`config.mk`:
```
export PLATFORM = sky130hd
export DESIGN_NAME = seg7_scan_ctrl
export DESIGN_NICKNAME = d
export VERILOG_FILES = /design/src/rtl/seg7_pkg.sv /design/src/rtl/seg7_scan_timer.sv /design/src/rtl/seg7_scan_ctrl.sv
export SDC_FILE = /design/constraint.sdc
export NUM_CORES = 1
export LEC_CHECK = 0
export CAP_MARGIN = 20
export CORE_UTILIZATION = 59
export CTS_BUF_LIST = sky130_fd_sc_hd__clkbuf_2
export DETAILED_ROUTE_END_ITERATION = 10
export PLACE_DENSITY = 0.82
export SLEW_MARGIN = 0
export SYNTH_ARGS = -nofsm -noshare
export SYNTH_HDL_FRONTEND = slang
export SYNTH_HIERARCHICAL = 1
export SYNTH_SLANG_ARGS = --single-unit
```
`constraint.sdc`:
```
create_clock -name clk -period 3.3 [get_ports clk]
set_clock_uncertainty 0.05 [all_clocks]
set_input_delay 0.66 -clock clk [delete_from_list [all_inputs] [get_ports clk]]
set_output_delay 0.66 -clock clk [all_outputs]
set_load 0.005 [all_outputs]
```
`src/rtl/seg7_pkg.sv`:
```
// seg7_pkg: shared constants, scan state encoding and anode polarity helper
//   BLANK_CODE  bcd value the decoder renders as all segments off
//   scan_state_t OFF / DRIVE / GAP
//   an_level()  physical anode level for a logical select, honouring polarity
package seg7_pkg;
    localparam logic [3:0] BLANK_CODE = 4'hF;
    typedef enum logic [1:0] {OFF, DRIVE, GAP} scan_state_t;
    function automatic logic an_level(input logic on, input logic active_low);
        return active_low ? ~on : on;
    endfunction
endpackage

```
`src/rtl/seg7_scan_timer.sv`:
```
// seg7_scan_timer: dwell down-counter with synchronous clear, load and terminal count
//   clk, rst_n  clock, asynchronous active-low reset
//   clr         force count to zero (scan disabled)
//   load        load load_val (entering a new dwell)
//   load_val    dwell length minus one
//   tc          count is zero: the current dwell ends on this edge
module seg7_scan_timer
    import seg7_pkg::*;
#(
    parameter int W = 2
) (
    input  logic         clk,
    input  logic         rst_n,
    input  logic         clr,
    input  logic         load,
    input  logic [W-1:0] load_val,
    output logic         tc
);
    logic [W-1:0] cnt;
    always_ff @(posedge clk or negedge rst_n)
        if (!rst_n) cnt <= '0;
        else if (clr) cnt <= '0;
        else if (load) cnt <= load_val;
        else if (cnt != '0) cnt <= cnt - 1'b1;
    assign tc = cnt == '0;
endmodule

```
`src/rtl/seg7_scan_ctrl.sv`:
```
// seg7_scan_ctrl: time-multiplexed scan controller for an N-digit 7-seg display
//   clk, rst_n   clock, asynchronous active-low reset
//   en           scan enable, 0 = display dark
//   load         strobe capturing digits_in/dp_in into the shadow register
//   digits_in    BCD digits, [3:0] = digit 0; dp_in decimal points
//   pending      shadow holds data not yet committed to the display
//   bcd_out      shared decoder input (BLANK_CODE = off); dp_out decimal point
//   anode        digit select, polarity set by AN_ACTIVE_LOW
//   frame_start  one-cycle pulse when digit 0 becomes driven
//   Optional macro LEADING_ZERO_BLANK_EN suppresses leading zero digits.
module seg7_scan_ctrl
    import seg7_pkg::*;
#(
    parameter int NUM_DIGITS    = 4,
    parameter int PRESCALE      = 50000,
    parameter int BLANK_CYCLES  = 2,
    parameter int AN_ACTIVE_LOW = 1
) (
    input  logic                    clk,
    input  logic                    rst_n,
    input  logic                    en,
    input  logic                    load,
    input  logic [4*NUM_DIGITS-1:0] digits_in,
    input  logic [NUM_DIGITS-1:0]   dp_in,
    output logic                    pending,
    output logic [3:0]              bcd_out,
    output logic                    dp_out,
    output logic [NUM_DIGITS-1:0]   anode,
    output logic                    frame_start
);
    localparam int DW = $clog2((PRESCALE > BLANK_CYCLES ? PRESCALE : BLANK_CYCLES) + 1);
    localparam int IW = NUM_DIGITS > 1 ? $clog2(NUM_DIGITS) : 1;
    localparam logic [DW-1:0] DRIVE_LD = DW'(PRESCALE - 1);
    localparam logic [DW-1:0] GAP_LD = DW'(BLANK_CYCLES > 0 ? BLANK_CYCLES - 1 : 0);
    localparam logic [IW-1:0] LAST_IDX = IW'(NUM_DIGITS - 1);
    localparam logic [IW-1:0] IDX0 = '0;
    localparam logic AN_LOW = AN_ACTIVE_LOW != 0;

    scan_state_t state, nxt_state;
    logic [IW-1:0] idx, nxt_idx;
    logic [4*NUM_DIGITS-1:0] act_dig, shd_dig, nxt_act_dig;
    logic [NUM_DIGITS-1:0] act_dp, shd_dp, nxt_act_dp, lz_mask, nxt_anode;
    logic [3:0] nxt_bcd;
    logic tc, enter_drive, frame, commit, t_load, nxt_dp;

    seg7_scan_timer #(.W(DW)) u_timer (
        .clk      (clk),
        .rst_n    (rst_n),
        .clr      (!en),
        .load     (t_load),
        .load_val (nxt_state == GAP ? GAP_LD : DRIVE_LD),
        .tc       (tc)
    );

    always_ff @(posedge clk or negedge rst_n)
        if (!rst_n) begin
            state       <= OFF;
            idx         <= '0;
            act_dig     <= '0;
            act_dp      <= '0;
            shd_dig     <= '0;
            shd_dp      <= '0;
            pending     <= 1'b0;
            bcd_out     <= BLANK_CODE;
            dp_out      <= 1'b0;
            anode       <= {NUM_DIGITS{an_level(1'b0, AN_LOW)}};
            frame_start <= 1'b0;
        end else begin
            state       <= nxt_state;
            idx         <= nxt_idx;
            act_dig     <= nxt_act_dig;
            act_dp      <= nxt_act_dp;
            if (load) begin
                shd_dig <= digits_in;
                shd_dp  <= dp_in;
            end
            // a load coinciding with a commit re-arms pending for the new data
            pending     <= load || (pending && !commit);
            bcd_out     <= nxt_bcd;
            dp_out      <= nxt_dp;
            anode       <= nxt_anode;
            frame_start <= frame;
        end

    always_comb begin
        nxt_state = !en ? OFF :
                    state == OFF ? DRIVE :
                    !tc ? state :
                    state == DRIVE && BLANK_CYCLES > 0 ? GAP : DRIVE;
        enter_drive = nxt_state == DRIVE && (state != DRIVE || tc);
        nxt_idx = !en || state == OFF ? IDX0 :
                  !enter_drive ? idx :
                  idx == LAST_IDX ? IDX0 : idx + 1'b1;
        frame = enter_drive && nxt_idx == IDX0;
        commit = frame && pending;
        t_load = nxt_state != OFF && (state == OFF || tc);
        // committed data must already be visible in the first DRIVE cycle of the frame
        nxt_act_dig = commit ? shd_dig : act_dig;
        nxt_act_dp = commit ? shd_dp : act_dp;
    end

`ifdef LEADING_ZERO_BLANK_EN
    // digit g>0 is blank when it and every more-significant digit is 0 with no dp set
    for (genvar g = 0; g < NUM_DIGITS; g++) begin : g_lz
        assign lz_mask[g] = g != 0 && nxt_act_dig[4*NUM_DIGITS-1:4*g] == '0 &&
                            nxt_act_dp[NUM_DIGITS-1:g] == '0;
    end
`else
    assign lz_mask = '0;
`endif

    always_comb begin
        nxt_bcd = nxt_state == DRIVE && !lz_mask[nxt_idx] ? nxt_act_dig[4*nxt_idx +: 4] : BLANK_CODE;
        nxt_dp = nxt_state == DRIVE && nxt_act_dp[nxt_idx];
        for (int i = 0; i < NUM_DIGITS; i++)
            nxt_anode[i] = an_level(nxt_state == DRIVE && nxt_idx == IW'(i), AN_LOW);
    end
endmodule
```
==> Word-level counts from Yosys, hierarchy flattened <==
Index checks and enable logic that the tools add are counted.
Widths: inputs -> output; s select.
{ "op_classes": {"add_sub_neg": 2, "multipliers": 0, "n_div": 0, "magnitude_cmp": 1, "n_eq_ne": 9, "shift": 1, "muxes": 18, "bitwise_logic": 4, "n_reduce_logical": 23} }
{ "ops": {"columns": ["op", "count"], "rows": [
  ["$mux 16", 5],
  ["$logic_not 16->1", 1],
  ["$reduce_bool 16->1", 1],
  ["$shiftx 16x5->4", 1],
  ["$sub 16x1->16 const B", 1],
  ["$mux 2", 7],
  ["$logic_and 1x1->1", 11],
  ["$eq 2x2->1 const B", 4],
  ["$mux 4", 2],
  ["$eq 2x1->1 const B", 3],
  ["$bmux 1 s2", 2],
  ["$logic_not 2->1", 2],
  ["$logic_or 1x1->1", 4],
  ["$not 1->1", 4],
  ["$logic_not 1->1", 3],
  ["$lt 2x3->1 const B", 1],
  ["$ne 3x1->1 const B", 1],
  ["$add 2x1->2 const B", 1],
  ["$mux 1", 2],
  ["$ne 2x1->1 const B", 1],
  ["$reduce_bool 2->1", 1]
]} }
{ "totals": {"register_bits": 71, "latchBits": 0, "mem_bits_rw": 0, "mem_bits_ro": 0, "in_bits": 24, "wordCells": 70, "n_memories": 0} }

==> Logic depth before layout (Yosys ltp) <==
Gate-level depths: netlist of the first run.
{ "depth": {"ltp_word": 16, "mapped_depth": 12, "mapped_depth_nobuf": 9} }

==> Modules after synthesis <==
The synthesis of the first run kept the hierarchy.
{ "by_module_without_submodules": {"columns": ["mod", "instances", "cells_each", "area_per_inst_um2"], "rows": [
  ["seg7_scan_ctrl", 1, 180, 2541.2],
  ["seg7_scan_timer", 1, 108, 984.7]
]} }

==> Worst setup path after synthesis of the first run <==
OpenSTA, ideal clock, no wires.
{ "synth_timing": {"kind": "register -> register", "from": "register u_timer.cnt[0]", "to": "register act_dig[0]", "setup_ns": 0.125, "t_arrival_ns": 2.626, "required_time_ns": 3.125, "setup_slack_ns": 0.499, "stages_incl_launch_ff": 13, "period_less_slack_ns": 2.801, "path_cell_list": "dfrtp_1 inv_1 ha_1 nor4b_1 and4_1 buf_2 buf_6 or3b_1 a311o_1 buf_6 nand3_4 buf_12 mux2_4"} }
{ "synth_via": {"elab_chain_len": 12} }
{ "synth_rtl": {"columns": ["item", "line_no", "source"], "rows": [
  ["from (decl)", "seg7_scan_timer.sv:19", "logic [W-1:0] cnt;"],
  ["from (signal assigned)", "seg7_scan_timer.sv:23", "else if (load) cnt <= load_val;"],
  ["from (signal assigned)", "seg7_scan_timer.sv:24", "else if (cnt != '0) cnt <= cnt - 1'b1;"],
  ["$logic_not 16->1 (*)", "seg7_scan_timer.sv:25", "assign tc = cnt == '0;"],
  ["net tc", "seg7_scan_ctrl.sv:44", "logic tc, enter_drive, frame, commit, t_load, nxt_dp;"],
  ["$mux 2", "seg7_scan_ctrl.sv:88", "!tc ? state :"],
  ["$mux 2", "seg7_scan_ctrl.sv:87", "state == OFF ? DRIVE :"],
  ["$mux 2", "seg7_scan_ctrl.sv:86", "nxt_state = !en ? OFF :"],
  ["$eq 2x1->1", "seg7_scan_ctrl.sv:90", "enter_drive = nxt_state == DRIVE && (state != DRIVE || tc);"],
  ["$logic_and 1x1->1 (*)", "seg7_scan_ctrl.sv:90", null],
  ["$mux 2", "seg7_scan_ctrl.sv:92", "!enter_drive ? idx :"],
  ["$mux 2", "seg7_scan_ctrl.sv:91", "nxt_idx = !en || state == OFF ? IDX0 :"],
  ["$logic_not 2->1", "seg7_scan_ctrl.sv:94", "frame = enter_drive && nxt_idx == IDX0;"],
  ["$logic_and 1x1->1 (*)", "seg7_scan_ctrl.sv:94", null],
  ["$logic_and 1x1->1 (*)", "seg7_scan_ctrl.sv:95", "commit = frame && pending;"],
  ["$mux 16 (*)", "seg7_scan_ctrl.sv:98", "nxt_act_dig = commit ? shd_dig : act_dig;"],
  ["net nxt_act_dig[0]", "seg7_scan_ctrl.sv:41", "logic [4*NUM_DIGITS-1:0] act_dig, shd_dig, nxt_act_dig;"],
  ["to (signal assigned)", "seg7_scan_ctrl.sv:71", "act_dig <= nxt_act_dig;"],
  ["to (decl)", "seg7_scan_ctrl.sv:41", null]
]} }
Mark *: on every way through the listed nets, which the timed path passes. The rest lies on a longest branch.
A chain may end at the register's enable or synchronous reset.

==> Worst setup path in the final report of the first run <==
{ "layout_timing": {"from": "register u_timer.cnt[0]", "to": "register act_dp[3]"} }
{ "layout_via": {"elab_chain_len": 12} }
{ "layout_rtl": {"columns": ["item", "line_no", "source"], "rows": [
  ["$logic_not 16->1 (*)", "seg7_scan_timer.sv:25", null],
  ["net tc", "seg7_scan_ctrl.sv:44", null],
  ["$mux 2", "seg7_scan_ctrl.sv:88", null],
  ["$mux 2", "seg7_scan_ctrl.sv:87", null],
  ["$mux 2", "seg7_scan_ctrl.sv:86", null],
  ["$eq 2x1->1", "seg7_scan_ctrl.sv:90", null],
  ["$logic_and 1x1->1 (*)", "seg7_scan_ctrl.sv:90", null],
  ["$mux 2", "seg7_scan_ctrl.sv:92", null],
  ["$mux 2", "seg7_scan_ctrl.sv:91", null],
  ["$logic_not 2->1", "seg7_scan_ctrl.sv:94", null],
  ["$logic_and 1x1->1 (*)", "seg7_scan_ctrl.sv:94", null],
  ["$logic_and 1x1->1 (*)", "seg7_scan_ctrl.sv:95", null],
  ["$mux 4 (*)", "seg7_scan_ctrl.sv:99", "nxt_act_dp = commit ? shd_dp : act_dp;"],
  ["net nxt_act_dp[3]", "seg7_scan_ctrl.sv:42", "logic [NUM_DIGITS-1:0] act_dp, shd_dp, nxt_act_dp, lz_mask, nxt_anode;"],
  ["to (signal assigned)", "seg7_scan_ctrl.sv:72", "act_dp <= nxt_act_dp;"],
  ["to (decl)", "seg7_scan_ctrl.sv:42", null]
]} }
Marked as above.

==> report_table.html, run 1 <==
<table>
<tr><th>Metric</th><th>Value</th></tr>
<tr><th colspan="2">Setup path</th></tr>
<tr><td>Crit path required time</td><td>3.66 ns</td></tr>
<tr><td>Most common cell type on the critical path</td><td>sky130_fd_sc_hd__mux2_4</td></tr>
<tr><td>CP peak stage delay</td><td>0.46 ns</td></tr>
<tr><td>Worst path cell trace</td><td>inv_1 &gt; ha_1 &gt; nor4b_1 &gt; and4_1 &gt; mux2_4 &gt; o211ai_4 &gt; nand3_2 &gt; mux2_4</td></tr>
<tr><td>Critical path startpoint category</td><td>register</td></tr>
<tr><td>Largest driver fanout on the critical path</td><td>10</td></tr>
<tr><td>Classification of the worst setup path</td><td>register to register</td></tr>
<tr><td>Data arrival at the endpoint of the critical path</td><td>about 3.4 ns</td></tr>
<tr><td>Cell at the slowest stage of the critical path</td><td>sky130_fd_sc_hd__dfrtp_1</td></tr>
<tr><td>Nature of the critical path endpoint</td><td>register</td></tr>
<tr><th colspan="2">Power and ir drop</th></tr>
<tr><td>Leakage component of the power</td><td>0.00178 µW</td></tr>
<tr><td>Worst IR Drop VDD</td><td>0.361 mV</td></tr>
<tr><td>Power density over the cells</td><td>slightly above 600 nW/µm²</td></tr>
<tr><th colspan="2">STA</th></tr>
<tr><td>Final-report max-slew violation count</td><td>0</td></tr>
<tr><td>Count of endpoints failing hold in the final timing report</td><td>0</td></tr>
<tr><td>Portion of the clock cycle consumed by the worst path in the final layout</td><td>around 93%</td></tr>
<tr><td>Maximum clock rate</td><td>327 MHz</td></tr>
<tr><td>Unrepaired setup endpoints after global routing</td><td>true</td></tr>
<tr><td>Final setup viols</td><td>0</td></tr>
<tr><td>Max transition margin</td><td>between 30% and 40%</td></tr>
<tr><td>Transition time of the tightest slew-check pin</td><td>~0.99 ns</td></tr>
<tr><td>Final setup margin</td><td>0.240 ns</td></tr>
<tr><td>Clock period minus worst slack</td><td>3.06 ns</td></tr>
<tr><th colspan="2">Synth</th></tr>
<tr><td>Number of distinct library cells after synthesis</td><td>52</td></tr>
<tr><td>Cell with the most instances after synthesis</td><td>sky130_fd_sc_hd__dfrtp_1</td></tr>
<tr><td>Synthesized flop and latch total</td><td>71</td></tr>
<tr><td>Main flop type after synthesis</td><td>sky130_fd_sc_hd__dfrtp_1</td></tr>
<tr><td>Synth top area share</td><td>44.7%</td></tr>
<tr><td>Cell count after synthesis</td><td>288</td></tr>
<tr><td>Biggest area consumer among synthesized cells</td><td>sky130_fd_sc_hd__dfrtp_1</td></tr>
<tr><td>Share of synthesized area occupied by flip-flops and latches</td><td>50.7%</td></tr>
<tr><td>Cell Area, Synth</td><td>3530 µm²</td></tr>
<tr><td>Commonest cells in the netlist</td><td>63 x sky130_fd_sc_hd__dfrtp_1, 22 x sky130_fd_sc_hd__nand2_1, 21 x sky130_fd_sc_hd__mux2_4</td></tr>
<tr><td>Number of enable-type register cells in the synthesized netlist</td><td>0</td></tr>
<tr><td>Leading cell types by total area after synthesis</td><td>sky130_fd_sc_hd__dfrtp_1 45%, sky130_fd_sc_hd__mux2_4 8.9%, sky130_fd_sc_hd__mux2_2 6.4%</td></tr>
<tr><td>Post-synthesis async set-or-reset flop share</td><td>100%</td></tr>
<tr><td>Number of warnings reported in the yosys synthesis log</td><td>6</td></tr>
<tr><td>Synthesized area per cell</td><td>12.2 µm²</td></tr>
<tr><th colspan="2">Place</th></tr>
<tr><td>Worst-case setup slack after placement</td><td>0.300 ns</td></tr>
<tr><td>DP HPWL</td><td>approximately 4600 µm</td></tr>
<tr><td>Global placer's final weighted congestion</td><td>0.867</td></tr>
<tr><td>Placed instance count</td><td>391</td></tr>
<tr><td>Post-Place Cell Area</td><td>3920 µm²</td></tr>
<tr><td>Number of buffer cells added on primary ports</td><td>34</td></tr>
<tr><th colspan="2">Floorplanning</th></tr>
<tr><td>Initial Util</td><td>62.5%</td></tr>
<tr><td>Placeable Area</td><td>5640 µm²</td></tr>
<tr><td>Vertical die dimension</td><td>between 70 and 80 µm</td></tr>
<tr><td>Die area</td><td>6290 µm²</td></tr>
<tr><td>Total I/O pin count</td><td>35</td></tr>
<tr><td>Core Rows</td><td>27</td></tr>
<tr><td>DIE WIDTH</td><td>79.3 µm</td></tr>
<tr><th colspan="2">Layout</th></tr>
<tr><td>Count of nets after finishing</td><td>357</td></tr>
<tr><td>Number of standard cells in the layout, taps in and fillers out</td><td>408</td></tr>
<tr><td>Proportion of layout cells with a drive suffix above 1</td><td>between 20% and 30%</td></tr>
<tr><td>Area growth from synthesis to final layout</td><td>15.4%</td></tr>
<tr><td>Antenna cell count</td><td>0</td></tr>
<tr><td>Summed area of non-filler cells in the final layout</td><td>4070 µm²</td></tr>
<tr><th colspan="2">Drt</th></tr>
<tr><td>DR vias</td><td>roughly 2400</td></tr>
<tr><td>Antenna viol nets, final</td><td>0</td></tr>
<tr><td>Post-DR vias/cell</td><td>5.82</td></tr>
<tr><td>Iteration count of the initial detailed-routing pass</td><td>4</td></tr>
<tr><td>DRT iter0 DRCs</td><td>around 190</td></tr>
<tr><td>Wire length per cell after detailed routing</td><td>roughly 17 µm</td></tr>
<tr><td>Total detailed-routing wirelength</td><td>6800 µm</td></tr>
<tr><td>DRC Markers</td><td>0</td></tr>
<tr><th colspan="2">Clocking</th></tr>
<tr><td>CTS clock-pin slew for the worst setup and hold paths</td><td>0.19 ns</td></tr>
<tr><td>TritonCTS clock tree</td><td>yes</td></tr>
<tr><td>Insertion delay of the later-clocked pin in the worst-skew pair</td><td>between 0.5 and 0.6 ns</td></tr>
<tr><td>Hold-fix buffers at CTS</td><td>0</td></tr>
<tr><td>Total number of clock tree sinks</td><td>71</td></tr>
<tr><td>Number of buffers created by CTS</td><td>9</td></tr>
<tr><td>CTS Root Cell</td><td>sky130_fd_sc_hd__clkbuf_2</td></tr>
<tr><td>Maximum number of buffers from clock root to sink</td><td>2</td></tr>
<tr><td>Buffers inserted by post-CTS timing repair</td><td>0</td></tr>
<tr><td>Maximum level of the CTS H-tree</td><td>3</td></tr>
<tr><td>Post-CTS sizing</td><td>0</td></tr>
<tr><th colspan="2">Global route</th></tr>
<tr><td>Maximum number of pins on one net before global-route repair</td><td>72</td></tr>
<tr><td>Via count of the first global-routing pass</td><td>2316</td></tr>
<tr><td>Global route overflow</td><td>0</td></tr>
<tr><td>Total GRT Usage</td><td>24.7%</td></tr>
<tr><td>Antenna violations before repair</td><td>0</td></tr>
<tr><td>First-pass GRT wire length</td><td>around 12000 µm</td></tr>
<tr><th colspan="2">Min path</th></tr>
<tr><td>Hold Crit Class</td><td>input pin to async pin</td></tr>
<tr><th colspan="2">Run</th></tr>
<tr><td>Total of max-cap violations</td><td>0</td></tr>
<tr><th colspan="2">Outcome</th></tr>
<tr><td>Run status</td><td>completed</td></tr>
</table>
[cells in the final DEF (no fill, tap or decap), types with 6 or more instances in the layout]
| cell type | Yosys | final |
|---|---|---|
| sky130_fd_sc_hd__nor2_1 | 18 | 18 |
| sky130_fd_sc_hd__inv_1 | 8 | 8 |
| sky130_fd_sc_hd__o211ai_1 | 6 | 6 |
| sky130_fd_sc_hd__dfstp_2 | 8 | 8 |
| sky130_fd_sc_hd__nand2_1 | 22 | 22 |
| sky130_fd_sc_hd__xnor2_1 | 10 | 10 |
| sky130_fd_sc_hd__dfrtp_1 | 63 | 63 |
| sky130_fd_sc_hd__a21oi_1 | 14 | 14 |
| sky130_fd_sc_hd__clkdlybuf4s50_1 | 0 | 33 |
| sky130_fd_sc_hd__mux2_4 | 21 | 21 |
| sky130_fd_sc_hd__clkbuf_2 | 0 | 10 |
| sky130_fd_sc_hd__conb_1 | 2 | 8 |
| sky130_fd_sc_hd__mux2_2 | 20 | 20 |
| sky130_fd_sc_hd__mux2i_1 | 7 | 7 |
[power breakdown]
group | switching, µW | total (µW) | internal (µW)
logic | 313 | 744 | 430
clock network | 303 | 554 | 251
registers | 170 | 1240 | 1070
[registers in the layout (all words and copies together), names as in the netlist]
name / flops
idx: 2
shd_dig: 16
pending: 1
frame_start: 1
act_dp: 4
act_dig: 16
shd_dp: 4
bcd_out: 4
u_timer/cnt: 16
state: 2
dp_out: 1
anode: 4
[path summary, 6_finish.rpt]
check	slack (ns)	end	start	depth (start not counted)
worst min register to register	0.46	act_dig[6]	shd_dig[6]	1
min in group clk	0.46	act_dig[6]	shd_dig[6]	1
max in group asynchronous	2.78	bcd_out[3]	rst_n	2
worst max register to register	0.24	act_dp[3]	u_timer/cnt[0]	8
worst min-delay path	0.08	shd_dp[2]	rst_n	2
worst max-delay path	0.24	act_dp[3]	u_timer/cnt[0]	8
[layer usage]
metal | wire [µm] | track usage (%) | up-vias | part of all wire, %
li1 | - | - | 1120 | -
met1 | 3200 | 34.0 | 1172 | 47
met2 | 3140 | 38.0 | 71 | 46
met3 | 339 | 6.21 | 13 | 5.0
met4 | 123 | 8.91 | 0 | 1.8
met5 | 0 | 0 | - | 0
[cell type report]
cell class                 instances  area (µm²)
clock buffer                      10        50.0
tap                               72        90.1
timing repair buffer              40         393
multi-input combinational        200        1630
clock inverter                     6        85.1
sequential                        71        1790
inverter                           9        38.8
fill                             383        1570
[per-stage QoR]
step | utilization, % | total power [µW] | hold slack [ns] | TNS [ns]
2_1_floorplan | - | 1780 | 0.314 | 0
5_1_grt | 72.1 | 2680 | 0.0734 | -0.0478
6_report | 72.1 | 2540 | 0.0779 | 0
3_3_place_gp | 69.5 | 1960 | 0.437 | 0
4_1_cts | 71.9 | 2540 | 0.0806 | 0
3_5_place_dp | 69.5 | 1990 | 0.441 | 0
[worst max-delay path: cells and delay by family (launching register included)]
| family | cells | cell delay, ns |
|---|---|---|
| mux | 2 | 0.77 |
| fa+ha+maj | 1 | 0.23 |
| compound gates | 1 | 0.33 |
| simple gates | 3 | 1.04 |
| buf+inv | 1 | 0.08 |
| flops | 1 | 0.46 |
[kinds of logic after synthesis]
kind of cell / synth area share [%]
XOR/XNOR: 3.48
buffers and inverters: 4.29
flip-flops: 50.7
AND/OR/NAND/NOR: 12.8
other: 0.213
adder cells (fa/ha/maj): 0.710
AO/OA/AOI/OAI: 10.5
multiplexers: 17.3
(Power assumes the default switching activity.)
==> run 2: changes to the inputs <==
CELL_PAD_IN_SITES_DETAIL_PLACEMENT = 0   (was default)
CELL_PAD_IN_SITES_GLOBAL_PLACEMENT = 2   (was default)
CORE_UTILIZATION = 40   (was 59)
GPL_TIMING_DRIVEN = 0   (was default)
PLACE_DENSITY = default   (was 0.82)
PLACE_DENSITY_LB_ADDON = 0.1   (was default)
==> run 2 against run 1 <==
Utilization fell by 23 points. First-iteration DRC count fell by 49%. Final cell count increased by 10%. Non-clock buffer count is 9 higher. Worst hold slack gained 0.090 ns. Cell area is 1.8% higher. Critical path type unchanged. Register-to-register slack worse by 0.06 ns. Sequential share of layout area decreased by 0.78 points. Routed wire length grew 5.4%. Via count fell by 1.3%. Highest routed layer unchanged. Global-route usage fell by 6.8 points. Die area rose by 46%.
==> report_table.html, run 2 (synthesis results as in run 1) <==
<table>
<tr><th>Metric</th><th>Value</th></tr>
<tr><th colspan="2">Outcome</th></tr>
<tr><td>Run status</td><td>completed</td></tr>
<tr><th colspan="2">Clocking</th></tr>
<tr><td>TritonCTS clock tree</td><td>yes</td></tr>
<tr><td>Number of buffers created by CTS</td><td>9</td></tr>
<tr><td>Maximum level of the CTS H-tree</td><td>3</td></tr>
<tr><td>CTS clock-pin slew for the worst setup and hold paths</td><td>around 0.23 ns</td></tr>
<tr><td>Total number of clock tree sinks</td><td>just over 70</td></tr>
<tr><td>CTS Root Cell</td><td>sky130_fd_sc_hd__clkbuf_2</td></tr>
<tr><td>Buffers inserted by post-CTS timing repair</td><td>0</td></tr>
<tr><td>Post-CTS sizing</td><td>0</td></tr>
<tr><td>Insertion delay of the later-clocked pin in the worst-skew pair</td><td>between 0.5 and 0.6 ns</td></tr>
<tr><td>Hold-fix buffers at CTS</td><td>0</td></tr>
<tr><td>Maximum number of buffers from clock root to sink</td><td>2</td></tr>
<tr><th colspan="2">Drt</th></tr>
<tr><td>Iteration count of the initial detailed-routing pass</td><td>4</td></tr>
<tr><td>Wire length per cell after detailed routing</td><td>16.0 µm</td></tr>
<tr><td>Post-DR vias/cell</td><td>5.22</td></tr>
<tr><td>Total detailed-routing wirelength</td><td>roughly 7200 µm</td></tr>
<tr><td>DR vias</td><td>2345</td></tr>
<tr><td>DRT iter0 DRCs</td><td>96</td></tr>
<tr><td>Antenna viol nets, final</td><td>0</td></tr>
<tr><td>DRC Markers</td><td>0</td></tr>
<tr><th colspan="2">Global route</th></tr>
<tr><td>Maximum number of pins on one net before global-route repair</td><td>between 70 and 80</td></tr>
<tr><td>Antenna violations before repair</td><td>0</td></tr>
<tr><td>First-pass GRT wire length</td><td>roughly 12000 µm</td></tr>
<tr><td>Via count of the first global-routing pass</td><td>roughly 2300</td></tr>
<tr><td>Global route overflow</td><td>0</td></tr>
<tr><td>Total GRT Usage</td><td>17.9%</td></tr>
<tr><th colspan="2">Layout</th></tr>
<tr><td>Proportion of layout cells with a drive suffix above 1</td><td>25.9%</td></tr>
<tr><td>Most common cell after layout, fill and taps aside</td><td>sky130_fd_sc_hd__dfrtp_1</td></tr>
<tr><td>Largest registers in the final layout</td><td>act_dig: 16 flops, shd_dig: 16 flops, u_timer/cnt: 16 flops</td></tr>
<tr><td>Top library cells by usage in the layout, fill and taps aside</td><td>63 x sky130_fd_sc_hd__dfrtp_1, 33 x sky130_fd_sc_hd__clkdlybuf4s50_1, 22 x sky130_fd_sc_hd__nand2_1</td></tr>
<tr><td>Antenna cell count</td><td>0</td></tr>
<tr><td>Area growth from synthesis to final layout</td><td>17.5%</td></tr>
<tr><td>Count of nets after finishing</td><td>approximately 370</td></tr>
<tr><th colspan="2">STA</th></tr>
<tr><td>Final-report max-slew violation count</td><td>0</td></tr>
<tr><td>Final setup viols</td><td>0</td></tr>
<tr><td>Maximum clock rate</td><td>roughly 320 MHz</td></tr>
<tr><td>Portion of the clock cycle consumed by the worst path in the final layout</td><td>a little over nine tenths</td></tr>
<tr><td>Unrepaired setup endpoints after global routing</td><td>false</td></tr>
<tr><td>Transition time of the tightest slew-check pin</td><td>around 0.9 ns</td></tr>
<tr><td>Max transition margin</td><td>41.7%</td></tr>
<tr><td>Aggregate negative setup slack</td><td>0 ns</td></tr>
<tr><td>Count of endpoints failing hold in the final timing report</td><td>0</td></tr>
<tr><td>Clock period minus worst slack</td><td>between 3 and 4 ns</td></tr>
<tr><th colspan="2">Floorplanning</th></tr>
<tr><td>Total I/O pin count</td><td>35</td></tr>
<tr><td>Core Rows</td><td>33</td></tr>
<tr><td>Vertical die dimension</td><td>95.9 µm</td></tr>
<tr><td>Initial Util</td><td>42.1%</td></tr>
<tr><td>Die area</td><td>between 9000 and 10000 µm²</td></tr>
<tr><td>DIE WIDTH</td><td>95.9 µm</td></tr>
<tr><td>Placeable Area</td><td>between 8000 and 9000 µm²</td></tr>
<tr><th colspan="2">Power and ir drop</th></tr>
<tr><td>Leakage component of the power</td><td>0.00180 µW</td></tr>
<tr><td>Switch share</td><td>between 30% and 40%</td></tr>
<tr><td>Power density over the cells</td><td>600 nW/µm²</td></tr>
<tr><td>Worst IR Drop VDD</td><td>0.235 mV</td></tr>
<tr><td>Total power</td><td>2490 µW</td></tr>
<tr><td>Switching power summed over all nets</td><td>844 µW</td></tr>
<tr><td>Clock group share of total power</td><td>about a fifth</td></tr>
<tr><td>Internal Dissipation</td><td>1640 µW</td></tr>
<tr><td>Proportion of power drawn by combinational gates</td><td>30.9%</td></tr>
<tr><td>Part of the total power dissipated in sequential elements</td><td>49.2%</td></tr>
<tr><th colspan="2">Setup path</th></tr>
<tr><td>Largest driver fanout on the critical path</td><td>10</td></tr>
<tr><td>FF-to-FF path depth</td><td>12</td></tr>
<tr><td>Critical path startpoint category</td><td>register</td></tr>
<tr><td>Worst reg-to-reg setup slack</td><td>0.18 ns</td></tr>
<tr><td>Data arrival at the endpoint of the critical path</td><td>3.50 ns</td></tr>
<tr><td>Reg-to-reg critical path endpoint</td><td>act_dig[10]</td></tr>
<tr><td>Worst r2r src</td><td>u_timer/cnt[0]</td></tr>
<tr><td>Nature of the critical path endpoint</td><td>register</td></tr>
<tr><td>Classification of the worst setup path</td><td>register to register</td></tr>
<tr><td>Crit path required time</td><td>3.67 ns</td></tr>
<tr><th colspan="2">Run</th></tr>
<tr><td>Total of max-cap violations</td><td>0</td></tr>
<tr><th colspan="2">Place</th></tr>
<tr><td>DP HPWL</td><td>5030 µm</td></tr>
<tr><td>Number of buffer cells added on primary ports</td><td>34</td></tr>
<tr><td>Global placer's final weighted congestion</td><td>0.789</td></tr>
<tr><th colspan="2">Min path</th></tr>
<tr><td>Hold Crit Class</td><td>input pin to async pin</td></tr>
</table>
run 2: critical path, cell delays in order, from the launching register on:
cell                      delay [ns]
sky130_fd_sc_hd__dfrtp_1        0.49
sky130_fd_sc_hd__inv_1          0.08
sky130_fd_sc_hd__ha_1           0.27
sky130_fd_sc_hd__nor4b_2        0.23
sky130_fd_sc_hd__and4_1         0.19
sky130_fd_sc_hd__buf_2          0.17
sky130_fd_sc_hd__buf_6          0.15
sky130_fd_sc_hd__or3b_1         0.35
sky130_fd_sc_hd__a311o_1        0.33
sky130_fd_sc_hd__buf_6          0.16
sky130_fd_sc_hd__nand3_4        0.09
sky130_fd_sc_hd__buf_12         0.16
sky130_fd_sc_hd__mux2_4         0.30
run 2: worst max-delay path by stage:
stage | start | end | slack, ns | depth (start not counted)
after floorplan | u_timer/cnt[0] | act_dig[0] | 0.50 | 12
after global placement | rst_n | u_timer/cnt[14] | -0.91 | 1
final | u_timer/cnt[0] | act_dig[10] | 0.18 | 12
after global routing | u_timer/cnt[0] | act_dp[0] | 0.04 | 12
after CTS | u_timer/cnt[0] | act_dig[10] | 0.11 | 12
after detailed placement | u_timer/cnt[0] | act_dig[2] | 0.17 | 12
run 2: cell type report:
type	instances	area (µm²)
multi-input combinational	199	1620
timing repair buffer	34	338
fill	777	4240
inverter	9	38.8
buffer	15	113
sequential	71	1790
clock buffer	9	45.0
tap	105	131
clock inverter	7	73.8
run 2: stage by stage:
stage / instance area [µm²] / worst slack, ns / std cells / utilization (%) / hold slack (ns)
final: 4140 / 0.176 / 449 / 49.4 / 0.168
after global routing: 4140 / 0.0387 / 449 / 49.4 / 0.192
after CTS: 4140 / 0.109 / 449 / 49.4 / 0.160
after detailed placement: 4020 / 0.173 / 433 / 47.9 / 0.444
after global placement: 4020 / -0.910 / 433 / 48.0 / 0.437
after floorplan: 3550 / 0.499 / 294 / - / 0.314
run 2: power groups by stage:
stage / clock network (µW) / registers [µW] / logic (µW)
after CTS: 522 / 1220 / 772
after floorplan: 0 / 1200 / 584
after global routing: 556 / 1250 / 853
after detailed placement: 0 / 1240 / 767
after global placement: 0 / 1240 / 761
final: 496 / 1220 / 767
run 2: metal layers:
layer  vias to the layer above  wire (µm)  global-route usage [%]
met1                      1158       3820                    26.8
met4                         0         74                    6.72
met5                         -          0                       0
li1                       1135          -                       -
met2                        45       3060                    25.8
met3                         7        211                    2.84
==> run 3: changes to the inputs <==
PLACE_DENSITY = 0.78   (was default)
PLACE_DENSITY_LB_ADDON = default   (was 0.1)
==> run 3 against run 2 <==
Sequential cell count did not move. Clock power rose by 20%. Critical path depth did not move. Largest cell class unchanged. Utilization rose by 0.63 points. Count of clock-buffer cells in the layout rose by 1. Routed wire length rose by 3.1%. Final cell count rose by 0.22%. Combinational power rose by 0.9%.
==> report_table.html, run 3 (synthesis results as in run 1) <==
<table>
<tr><th>Metric</th><th>Value</th></tr>
<tr><th colspan="2">Setup path</th></tr>
<tr><td>Crit path required time</td><td>roughly 3.7 ns</td></tr>
<tr><td>CP peak stage delay</td><td>0.49 ns</td></tr>
<tr><td>Most common cell type on the critical path</td><td>sky130_fd_sc_hd__buf_6</td></tr>
<tr><td>Critical path startpoint category</td><td>register</td></tr>
<tr><td>Data arrival at the endpoint of the critical path</td><td>3.46 ns</td></tr>
<tr><td>Gate family responsible for the most delay along the worst path</td><td>simple AND/OR/NAND/NOR gates</td></tr>
<tr><td>Largest driver fanout on the critical path</td><td>10</td></tr>
<tr><td>Nature of the critical path endpoint</td><td>register</td></tr>
<tr><td>Cell at the slowest stage of the critical path</td><td>sky130_fd_sc_hd__dfrtp_1</td></tr>
<tr><td>Worst path cell trace</td><td>inv_1 &gt; ha_1 &gt; nor4b_2 &gt; and4_1 &gt; buf_2 &gt; buf_6 &gt; or3b_1 &gt; a311o_1 &gt; buf_6 &gt; nand3_4 &gt; buf_12 &gt; mux2_4</td></tr>
<tr><td>Worst path buffer plus inverter count</td><td>5</td></tr>
<tr><td>Classification of the worst setup path</td><td>register to register</td></tr>
<tr><th colspan="2">Clocking</th></tr>
<tr><td>Maximum level of the CTS H-tree</td><td>3</td></tr>
<tr><td>Total number of clock tree sinks</td><td>71</td></tr>
<tr><td>Insertion delay of the later-clocked pin in the worst-skew pair</td><td>0.51 ns</td></tr>
<tr><td>Number of buffers created by CTS</td><td>9</td></tr>
<tr><td>Buffers inserted by post-CTS timing repair</td><td>0</td></tr>
<tr><td>TritonCTS clock tree</td><td>yes</td></tr>
<tr><td>Maximum number of buffers from clock root to sink</td><td>2</td></tr>
<tr><td>CTS clock-pin slew for the worst setup and hold paths</td><td>between 0.2 and 0.25 ns</td></tr>
<tr><td>CTS Root Cell</td><td>sky130_fd_sc_hd__clkbuf_2</td></tr>
<tr><th colspan="2">STA</th></tr>
<tr><td>Portion of the clock cycle consumed by the worst path in the final layout</td><td>93.8%</td></tr>
<tr><td>Final setup viols</td><td>0</td></tr>
<tr><td>Aggregate negative setup slack</td><td>0 ns</td></tr>
<tr><td>Maximum clock rate</td><td>323 MHz</td></tr>
<tr><td>Final-report max-slew violation count</td><td>0</td></tr>
<tr><td>Unrepaired setup endpoints after global routing</td><td>false</td></tr>
<tr><td>Transition time of the tightest slew-check pin</td><td>0.784 ns</td></tr>
<tr><td>Count of endpoints failing hold in the final timing report</td><td>0</td></tr>
<tr><td>Clock period minus worst slack</td><td>3.09 ns</td></tr>
<tr><td>Max transition margin</td><td>47.7%</td></tr>
<tr><td>Final setup margin</td><td>0.206 ns</td></tr>
<tr><th colspan="2">Power and ir drop</th></tr>
<tr><td>Power density over the cells</td><td>619 nW/µm²</td></tr>
<tr><td>Worst IR Drop VDD</td><td>between 0.2 and 0.3 mV</td></tr>
<tr><td>Switch share</td><td>31.5%</td></tr>
<tr><td>Clock group share of total power</td><td>23.0%</td></tr>
<tr><td>Proportion of power drawn by combinational gates</td><td>29.8%</td></tr>
<tr><td>Total power</td><td>about 2600 µW</td></tr>
<tr><td>Part of the total power dissipated in sequential elements</td><td>approximately 47%</td></tr>
<tr><td>Internal Dissipation</td><td>1780 µW</td></tr>
<tr><td>Switching power summed over all nets</td><td>818 µW</td></tr>
<tr><td>Leakage component of the power</td><td>0.00182 µW</td></tr>
<tr><th colspan="2">Global route</th></tr>
<tr><td>Global route overflow</td><td>0</td></tr>
<tr><td>Maximum number of pins on one net before global-route repair</td><td>a little over 70</td></tr>
<tr><td>Busiest metal layer after global routing</td><td>met1</td></tr>
<tr><td>First-pass GRT wire length</td><td>between 10000 and 15000 µm</td></tr>
<tr><td>Met3 routing resource usage after global routing</td><td>about 6.1%</td></tr>
<tr><td>Total GRT Usage</td><td>a little under a fifth</td></tr>
<tr><td>Antenna violations before repair</td><td>0</td></tr>
<tr><td>GRT met2 Usage</td><td>26.9%</td></tr>
<tr><td>Via count of the first global-routing pass</td><td>2359</td></tr>
<tr><td>Global routing usage on met1</td><td>26.9%</td></tr>
<tr><th colspan="2">Floorplanning</th></tr>
<tr><td>Die area</td><td>9190 µm²</td></tr>
<tr><td>Initial Util</td><td>42.1%</td></tr>
<tr><td>Vertical die dimension</td><td>95.9 µm</td></tr>
<tr><td>Core Rows</td><td>33</td></tr>
<tr><td>Total I/O pin count</td><td>35</td></tr>
<tr><td>Placeable Area</td><td>around 8400 µm²</td></tr>
<tr><td>DIE WIDTH</td><td>95.9 µm</td></tr>
<tr><th colspan="2">Drt</th></tr>
<tr><td>Wire length per cell after detailed routing</td><td>between 15 and 20 µm</td></tr>
<tr><td>Post-DR vias/cell</td><td>5.18</td></tr>
<tr><td>DRC Markers</td><td>0</td></tr>
<tr><td>DRT iter0 DRCs</td><td>108</td></tr>
<tr><td>DR vias</td><td>2332</td></tr>
<tr><td>Total detailed-routing wirelength</td><td>about 7400 µm</td></tr>
<tr><td>Iteration count of the initial detailed-routing pass</td><td>5</td></tr>
<tr><td>Antenna viol nets, final</td><td>0</td></tr>
<tr><th colspan="2">Layout</th></tr>
<tr><td>Antenna cell count</td><td>0</td></tr>
<tr><td>Proportion of layout cells with a drive suffix above 1</td><td>26.1%</td></tr>
<tr><td>Number of standard cells in the layout, taps in and fillers out</td><td>450</td></tr>
<tr><td>Area growth from synthesis to final layout</td><td>19.0%</td></tr>
<tr><td>Count of nets after finishing</td><td>366</td></tr>
<tr><td>Area of the multi-input gates</td><td>between 1500 and 2000 µm²</td></tr>
<tr><td>Final Util</td><td>50.1%</td></tr>
<tr><td>Most common cell after layout, fill and taps aside</td><td>sky130_fd_sc_hd__dfrtp_1</td></tr>
<tr><td>Number of filler instances in the final layout</td><td>776</td></tr>
<tr><td>Register area</td><td>1790 µm²</td></tr>
<tr><td>Largest registers in the final layout</td><td>act_dig: 16 flops, shd_dig: 16 flops, u_timer/cnt: 16 flops</td></tr>
<tr><td>Top library cells by usage in the layout, fill and taps aside</td><td>63 x sky130_fd_sc_hd__dfrtp_1, 33 x sky130_fd_sc_hd__clkdlybuf4s50_1, 22 x sky130_fd_sc_hd__nand2_1</td></tr>
<tr><th colspan="2">Min path</th></tr>
<tr><td>Hold Crit Class</td><td>input pin to async pin</td></tr>
<tr><th colspan="2">Place</th></tr>
<tr><td>Placed instance count</td><td>434</td></tr>
<tr><td>Worst-case setup slack after placement</td><td>0.195 ns</td></tr>
<tr><td>Number of buffer cells added on primary ports</td><td>34</td></tr>
<tr><td>DP HPWL</td><td>between 5000 and 6000 µm</td></tr>
<tr><td>Global placer's final weighted congestion</td><td>0.749</td></tr>
<tr><th colspan="2">Outcome</th></tr>
<tr><td>Run status</td><td>completed</td></tr>
<tr><th colspan="2">Run</th></tr>
<tr><td>Total of max-cap violations</td><td>0</td></tr>
</table>
-- run 3: power groups by stage --
stage	logic (µW)	registers, µW	clock network (µW)
final	774	1230	596
after global routing	850	1250	656
after CTS	778	1220	615
after detailed placement	772	1240	0
after global placement	760	1240	0
after floorplan	584	1200	0
-- run 3: final cells by class --
class	instances	share of cell area, %
Buffer	15	2.68
Clock buffer	10	1.19
Multi-Input combinational cell	199	38.5
Tap cell	105	3.13
Timing Repair Buffer	35	8.71
Sequential cell	71	42.6
Clock inverter	6	2.24
Inverter	9	0.925
-- run 3: metrics by stage --
stage | instance area, µm² | hold WS (ns)
2_1_floorplan | 3550 | 0.314
3_3_place_gp | 4020 | 0.439
3_5_place_dp | 4050 | 0.443
4_1_cts | 4190 | 0.0392
5_1_grt | 4200 | 0.0165
6_report | 4200 | 0.0671
-- run 3: timing repair --
| item | 4_1_cts | 5_1_grt |
|---|---|---|
| gates resized for setup | 0 | 1 |
| hold buffers | 0 | 0 |
| setup endpoints to repair | 0 | 18 |
| endpoints found under the hold margin | 0 | 0 |
-- run 3: per-layer routing --
layer / vias up / routed length (µm)
li1: 1133 / -
met2: 61 / 3240
met4: 0 / 50
met5: - / 0
met3: 5 / 338
met1: 1133 / 3760
-- run 3: final timing paths --
kind	slack [ns]	cells past startpoint	start	to
worst max register to register	0.21	12	u_timer/cnt[0]	act_dig[9]
worst min register to register	0.48	1	shd_dig[14]	act_dig[14]
min in group clk	0.48	1	shd_dig[14]	act_dig[14]
worst max-delay path	0.21	12	u_timer/cnt[0]	act_dig[9]
worst min-delay path	0.07	2	rst_n	pending
max in group asynchronous	2.81	2	rst_n	bcd_out[1]
